[src/rtl/pipe_pkg.sv]
// Shared encodings and defaults for pipe_stage_reg and pipe_entry_reg.
// Optional perf counters in the top are enabled by PIPE_STAGE_PERF_CNT_EN.
package pipe_pkg;

  localparam int DEF_CTRL_W = 8;
  localparam int DEF_DATA_W = 128;

  typedef logic [1:0]  state_t;
  typedef logic [31:0] perf_cnt_t;

  localparam logic [1:0] ST_EMPTY = 2'd0;
  localparam logic [1:0] ST_ONE   = 2'd1;
  localparam logic [1:0] ST_FULL  = 2'd2;

  // Occupancy is fully determined by the two entry valid bits.
  function automatic state_t state_of(input logic main_valid, input logic skid_valid);
    if (skid_valid)      return ST_FULL;
    else if (main_valid) return ST_ONE;
    else                 return ST_EMPTY;
  endfunction

  function automatic perf_cnt_t sat_inc(input perf_cnt_t cnt);
    return (cnt == 32'hFFFF_FFFF) ? cnt : cnt + 32'd1;
  endfunction

endpackage

[src/rtl/pipe_entry_reg.sv]
// One held pipeline entry: valid + control + payload, with clear (bubble) and load.
// Clearing zeroes control but leaves payload stale.
module pipe_entry_reg #(
  parameter int CTRL_W = 8,
  parameter int DATA_W = 128
) (
  input  logic              clk,
  input  logic              rst_n,
  input  logic              clear,
  input  logic              load,
  input  logic [CTRL_W-1:0] d_ctrl,
  input  logic [DATA_W-1:0] d_data,
  output logic              valid,
  output logic [CTRL_W-1:0] ctrl,
  output logic [DATA_W-1:0] data
);

  always_ff @(posedge clk or negedge rst_n) begin
    if (!rst_n) begin
      valid <= 1'b0;
      ctrl  <= '0;
      data  <= '0;
    end else if (clear) begin
      valid <= 1'b0;
      ctrl  <= '0;
    end else if (load) begin
      valid <= 1'b1;
      ctrl  <= d_ctrl;
      data  <= d_data;
    end
  end

endmodule

[src/rtl/pipe_stage_reg.sv]
// Pipeline stage register with valid/ready handshake, flush and optional skid entry.
// Define PIPE_STAGE_PERF_CNT_EN to add the stall_cnt / flush_cnt outputs.
module pipe_stage_reg
  import pipe_pkg::*;
#(
  parameter int DATA_W = DEF_DATA_W,
  parameter int CTRL_W = DEF_CTRL_W,
  parameter bit SKID   = 1'b1
) (
  input  logic              CLK,
  input  logic              Reset_n,
  input  logic              flush_in,
  input  logic              in_valid,
  output logic              in_ready,
  input  logic [CTRL_W-1:0] in_ctrl,
  input  logic [DATA_W-1:0] in_data,
  output logic              out_valid,
  input  logic              out_ready,
  output logic [CTRL_W-1:0] out_ctrl,
  output logic [DATA_W-1:0] out_data
`ifdef PIPE_STAGE_PERF_CNT_EN
  ,
  output logic [31:0]       stall_cnt,
  output logic [31:0]       flush_cnt
`endif
);

  logic              main_valid;
  logic [CTRL_W-1:0] main_ctrl;
  logic [DATA_W-1:0] main_data;
  logic              skid_valid;
  logic [CTRL_W-1:0] skid_ctrl;
  logic [DATA_W-1:0] skid_data;

  logic              main_load, main_clear, main_sel_skid;
  logic              skid_load, skid_clear;
  logic              accept, emit;
  logic [CTRL_W-1:0] main_d_ctrl;
  logic [DATA_W-1:0] main_d_data;
  state_t            state;

  assign state     = state_of(main_valid, skid_valid);
  assign out_valid = (state != ST_EMPTY);
  assign out_ctrl  = main_ctrl;
  assign out_data  = main_data;

  assign accept = in_valid & in_ready;
  assign emit   = out_valid & out_ready;

  // Flush wins over everything; otherwise skid refills main first, then input.
  always_comb begin
    main_load     = 1'b0;
    main_clear    = 1'b0;
    main_sel_skid = 1'b0;
    skid_load     = 1'b0;
    skid_clear    = 1'b0;
    if (flush_in) begin
      main_clear = 1'b1;
      skid_clear = 1'b1;
    end else if (emit) begin
      if (skid_valid) begin
        main_load     = 1'b1;
        main_sel_skid = 1'b1;
        skid_clear    = 1'b1;
      end else if (accept) begin
        main_load = 1'b1;
      end else begin
        main_clear = 1'b1;
      end
    end else if (accept) begin
      if (main_valid) skid_load = 1'b1;
      else            main_load = 1'b1;
    end
  end

  assign main_d_ctrl = main_sel_skid ? skid_ctrl : in_ctrl;
  assign main_d_data = main_sel_skid ? skid_data : in_data;

  pipe_entry_reg #(.CTRL_W(CTRL_W), .DATA_W(DATA_W)) u_main (
    .clk    (CLK),
    .rst_n  (Reset_n),
    .clear  (main_clear),
    .load   (main_load),
    .d_ctrl (main_d_ctrl),
    .d_data (main_d_data),
    .valid  (main_valid),
    .ctrl   (main_ctrl),
    .data   (main_data)
  );

  generate
    if (SKID) begin : g_skid
      pipe_entry_reg #(.CTRL_W(CTRL_W), .DATA_W(DATA_W)) u_skid (
        .clk    (CLK),
        .rst_n  (Reset_n),
        .clear  (skid_clear),
        .load   (skid_load),
        .d_ctrl (in_ctrl),
        .d_data (in_data),
        .valid  (skid_valid),
        .ctrl   (skid_ctrl),
        .data   (skid_data)
      );
      // Straight from the skid flop: breaks the out_ready -> in_ready path.
      assign in_ready = ~skid_valid;
    end else begin : g_noskid
      logic unused_skid;
      assign unused_skid = skid_load ^ skid_clear;
      assign skid_valid  = 1'b0;
      assign skid_ctrl   = '0;
      assign skid_data   = '0;
      assign in_ready    = out_ready | ~out_valid;
    end
  endgenerate

`ifdef PIPE_STAGE_PERF_CNT_EN
  always_ff @(posedge CLK or negedge Reset_n) begin
    if (!Reset_n) begin
      stall_cnt <= '0;
      flush_cnt <= '0;
    end else begin
      if (out_valid && !out_ready)            stall_cnt <= sat_inc(stall_cnt);
      if (flush_in && (state != ST_EMPTY))    flush_cnt <= sat_inc(flush_cnt);
    end
  end
`endif

endmodule

[config.mk]
export PLATFORM = sky130hd
export DESIGN_NAME = pipe_stage_reg
export DESIGN_NICKNAME = d
export VERILOG_FILES = /design/src/rtl/pipe_pkg.sv /design/src/rtl/pipe_entry_reg.sv /design/src/rtl/pipe_stage_reg.sv
export SDC_FILE = /design/constraint.sdc
export NUM_CORES = 1
export LEC_CHECK = 0
export BUFFER_PORTS_ARGS = -buffer_cell sky130_fd_sc_hd__clkbuf_2
export CORE_ASPECT_RATIO = 2
export CORE_MARGIN = 2
export CORE_UTILIZATION = 47
export CTS_CLUSTER_DIAMETER = 50
export DETAILED_ROUTE_END_ITERATION = 10
export GPL_ROUTABILITY_DRIVEN = 0
export PLACE_DENSITY = 0.74
export SETUP_SLACK_MARGIN = 0.02
export SLEW_MARGIN = 20
export SYNTH_ARGS = -nofsm -noshare
export SYNTH_HDL_FRONTEND = slang
export SYNTH_SLANG_ARGS = --single-unit
[constraint.sdc]
create_clock -name CLK -period 4.4 [get_ports CLK]
set_input_delay 0.22 -clock CLK [delete_from_list [all_inputs] [get_ports CLK]]
set_output_delay 0.22 -clock CLK [all_outputs]
set_load 0.02 [all_outputs]
# Word-level counts from Yosys, hierarchy flattened
# Cells that the tools add are included.
# classes
muxes	30
bitwise	5
reduce_logical	5
# op_table
operator	count
$mux 128	1
$mux 8	5
$mux 1	23
$reduce_bool 2->1	3
$reduce_and 2->1	2
$not 1->1	3
$and 1x1->1	2
$mux 2	1
# word_totals
regBits	274
in_bits	141
out_inout_bits	138
elab_cells	46

# Longest topological paths before layout
# depth
ltp_word	9
depth_mapped	6
mapped_depth_nobuf	3

# By module
# A second synthesis with hierarchy kept.
# unflattened
hier_cells	761
area_unflattened_um2	12229.2
# by_module_without_submodules
module	n_inst	cells_per_inst	area_each_um2
pipe_entry_reg	2	300	5187.5
pipe_stage_reg	1	161	1854.3

# Least setup slack after synthesis
# No wires, ideal clock.
# synth_timing
kind	reg-to-reg
from	reg g_skid.u_skid.valid
to	reg u_main.data[100]
setup_time_ps	127
t_arrival_ps	1687
slack_ps	2586
path_stages_with_launch	7
period_less_slack_ps	1814
path_cell_list	dfrtp_1 or2_4 a211oi_2 buf_4 buf_6 buf_8 mux2_1
# synth_rtl
element	line	source
start: declaration	pipe_entry_reg.sv:13	output logic valid,
start signal: assignment	pipe_entry_reg.sv:20	valid <= 1'b0;
start signal: assignment	pipe_entry_reg.sv:24	valid <= 1'b0;
start signal: assignment	pipe_entry_reg.sv:27	valid <= 1'b1;
$mux 2 (*)	pipe_pkg.sv:17	if (skid_valid) return ST_FULL;
$reduce_bool 2->1 (*)	pipe_stage_reg.sv:43	assign out_valid = (state != ST_EMPTY);
net out_valid	pipe_stage_reg.sv:17	output logic out_valid,
$and 1x1->1 (*)	pipe_stage_reg.sv:48	assign emit = out_valid & out_ready;
$mux 1	pipe_stage_reg.sv:60	end else if (emit) begin
$mux 1	pipe_stage_reg.sv:57	if (flush_in) begin
$not 1->1 (no source line)	--	
$reduce_and 2->1 (no source line)	--	
end signal: assignment	pipe_entry_reg.sv:29	data <= d_data;
end: declaration	pipe_entry_reg.sv:15	output logic [DATA_W-1:0] data
# Mark *: on every way through the listed nets, which the timed path passes. The rest lies on a longest branch.
# A chain may end at the register's enable or synchronous reset.

# Worst setup path in the final report
# layout_timing
from	reg g_skid.u_skid.valid
to	reg u_main.data[113]
# layout_between
elab_chain_cells	8
# layout_rtl
element	line	source
$not 1->1	pipe_stage_reg.sv:105	assign in_ready = ~skid_valid;
$and 1x1->1	pipe_stage_reg.sv:47	assign accept = in_valid & in_ready;
$mux 1	pipe_stage_reg.sv:65	end else if (accept) begin
$mux 1	pipe_stage_reg.sv:61	if (skid_valid) begin
$mux 1	pipe_stage_reg.sv:60	
$mux 1	pipe_stage_reg.sv:57	
$not 1->1 (no source line)	--	
$reduce_and 2->1 (no source line)	--	
# Several ways; a longest one is shown, not always the timed one.

==> metrics.cfg <==
[yosys]
synthesis.nets = 885
synth.area.top_cells = dfrtp_1, mux2_2, mux2_1, a22o_1, buf_2
synth_flop_cell = dfrtp_1
yosysSeqAreaShare_pct = 58.0
syn_avg_cell_area_um2 = 15.9
synth_cells = 744
synthArstFlopShare_pct = 100
synth_edf_count = 0
synth-seq-cells = 274
synthTopCellsByCount = mux2_2, dfrtp_1, mux2_1
syn_area_mm2 = 0.0118
yosysTopAreaCell = dfrtp_1
yosysUniqueCellTypes = 23
yosysTopAreaCellShare_pct = 58.0
yosysMostFrequentCell = mux2_2
yosysWarnings = 0

[timing]
whs_ns = 0.284
fin_crit_sh_pct = 55.3
finalHoldViolCount = 0
fin_crit_ns = 2.43
max_clock_freq_ghz = 0.411
fin_ws_ns = 1.97
slew_viol_final = 0
setup_tns_ns = 0
rsz0062_at_grt = false
relSlewSlack_pct = 26.8
finalClockSkew_ns = 0.0136
setup_viol = 0
worst_pin_slew_ns = 1.10

[finish]
multiInputGateArea_mm2 = 0.00467
fillers = 1890
nets = 1294
fin_area_mm2 = 0.0156
final_core_utilization_pct = 62.6
seq_area_mm2 = 0.00686
area_growth_pct = 32.1
drive_above_1_share_pct = 58.9

[clock_network]
cts_buffers = 25
clkTransAtPathRegs_ns = 0.06
cts_num_sinks = 274
root_buffer = clkbuf_16
insertion_delay_ns = 0.52
clk_path_buf_depth = 3
htree_levels = 1
post_cts_buffers = 0
cts_tree = built

[critical_path]
path_max_fanout = 62
cpMaxStageDelayCell = nand2_4
crit_path_end_kind = flop
start_kind = flop
path_cells = nand2_4 -> buf_12 -> mux2_2 -> mux2_1
path_class = reg -> reg
critPathLaunch = g_skid.u_skid.valid$_DFFE_PN0P_
arrival_ns = 2.84
regToRegStartpoint = g_skid.u_skid.valid$_DFFE_PN0P_
worst_ep_required_time_ns = 4.80
cp_slowest_stage_delay_ns = 0.65

[power]
peakVddDrop_uv = 368
power_leakage_nw = 7.18
p_per_area_mw_per_mm2 = 441

[detailed_routing]
num_vias = 7679
drc = 0
wirelength_um = 27400
dr.pass1.iters = 4
ant_nets = 0
wire_per_inst_um = 18.2
viasPerCell = 5.10
drt-initial-drc-count = 283

[die]
die_w_um = 116
dieArea_mm2 = 0.0265
fp.dieH_um = 228
core_area_mm2 = 0.0249
io_pins = 279
start_util_pct = 47.4
rows = 82

[grt]
grt_first_pass_wirelength_um = 44000
grt_pass1_vias = 8460
antenna_found_initial = 3
grt_max_degree = 105
grt_usage_pct = 21.0
grt_overflow_total = 0

[placement]
placed_area_mm2 = 0.0135
hpwlAfterDp_um = 17300
post-place-ws_ns = 1.97
io_buffers = 278

[hold_path]
min_path_type = in -> async

[outcome]
status = finished clean

[job]
cap_violations = 0

[flip-flops by register name (all words and copies together), names as in the netlist]
name / flops
g_skid.u_skid.ctrl: 8
g_skid.u_skid.data: 128
g_skid.u_skid.valid: 1
u_main.ctrl: 8
u_main.data: 128
u_main.valid: 1
[through the flow]
| step | std cells | power (W) |
|---|---|---|
| 3_5_place_dp | 1321 | 0.00480 |
| 4_1_cts | 1502 | 0.00696 |
| 5_1_grt | 1505 | 0.00724 |
| 6_report | 1505 | 0.00689 |
| 2_1_floorplan | 744 | 0.00424 |
| 3_3_place_gp | 1321 | 0.00473 |
[metal layers]
metal | vias to the layer above | track usage (%) | routed length [um]
met2 | 219 | 37.8 | 14500
met3 | 70 | 3.67 | 1340
li1 | 3503 | - | -
met5 | - | 0 | 0
met1 | 3887 | 23.8 | 10300
met4 | 0 | 9.49 | 1210
[logic make-up after synthesis]
logic type	after synthesis	share of synthesized area, %
compound gates	20	1.45
buf+inv	48	2.65
flops	274	58.0
mux	392	37.4
simple gates	10	0.529
[worst max-delay path: cells and delay by family (launching register included)]
kind	cells	cell delay, ns
muxes	2	0.68
and+or+nand+nor	1	0.65
DFF	1	0.46
buffers and inverters	1	0.38
[cell type report]
class,count,share of cell area [%]
repair buffers,428,18.6
inverters,2,0.0481
clock inverters,5,0.184
multi-input cells,422,29.9
well taps,336,2.69
diodes,3,0.0481
clock buffers,35,4.57
flip-flops and latches,274,43.9
[report_power, final]
group	internal (W)	switching, W	leakage, nW
registers	0.00307	0.000273	3.32
logic	0.000760	0.000749	3.50
clock network	0.00112	0.000917	0.370
total	0.00495	0.00194	7.18
[final timing paths]
kind                            cells past startpoint                                 end  slack (ns)
min in group CLK                                    3          u_main.ctrl[6]$_DFFE_PN0P_        0.34
worst min-delay path                                2          u_main.data[6]$_DFFE_PN0P_        0.28
worst min register to register                      1         u_main.data[96]$_DFFE_PN0P_        0.49
worst max-delay path                                4        u_main.data[113]$_DFFE_PN0P_        1.97
worst max register to register                      4        u_main.data[113]$_DFFE_PN0P_        1.97
max in group asynchronous                           3  g_skid.u_skid.data[62]$_DFFE_PN0P_        2.93
[timing repair]
action,4_1_cts,5_1_grt
gates resized for setup,0,0
endpoints found under the hold margin,227,0
hold buffers,141,0
[placed cells by master (no fill, tap or decap), types with 2 or more instances in the layout]
cell type / count
mux2_2: 360
clkbuf_2: 277
dfrtp_1: 274
dlygate4sd3_1: 141
mux2_1: 32
clkbuf_16: 25
a22o_1: 16
buf_4: 7
clkbuf_8: 5
clkbuf_1: 5
clkinv_2: 4
diode_2: 3
inv_1: 2
nand2_1: 2
buf_12: 2
No activity file was read; power rests on OpenSTA's default activity.
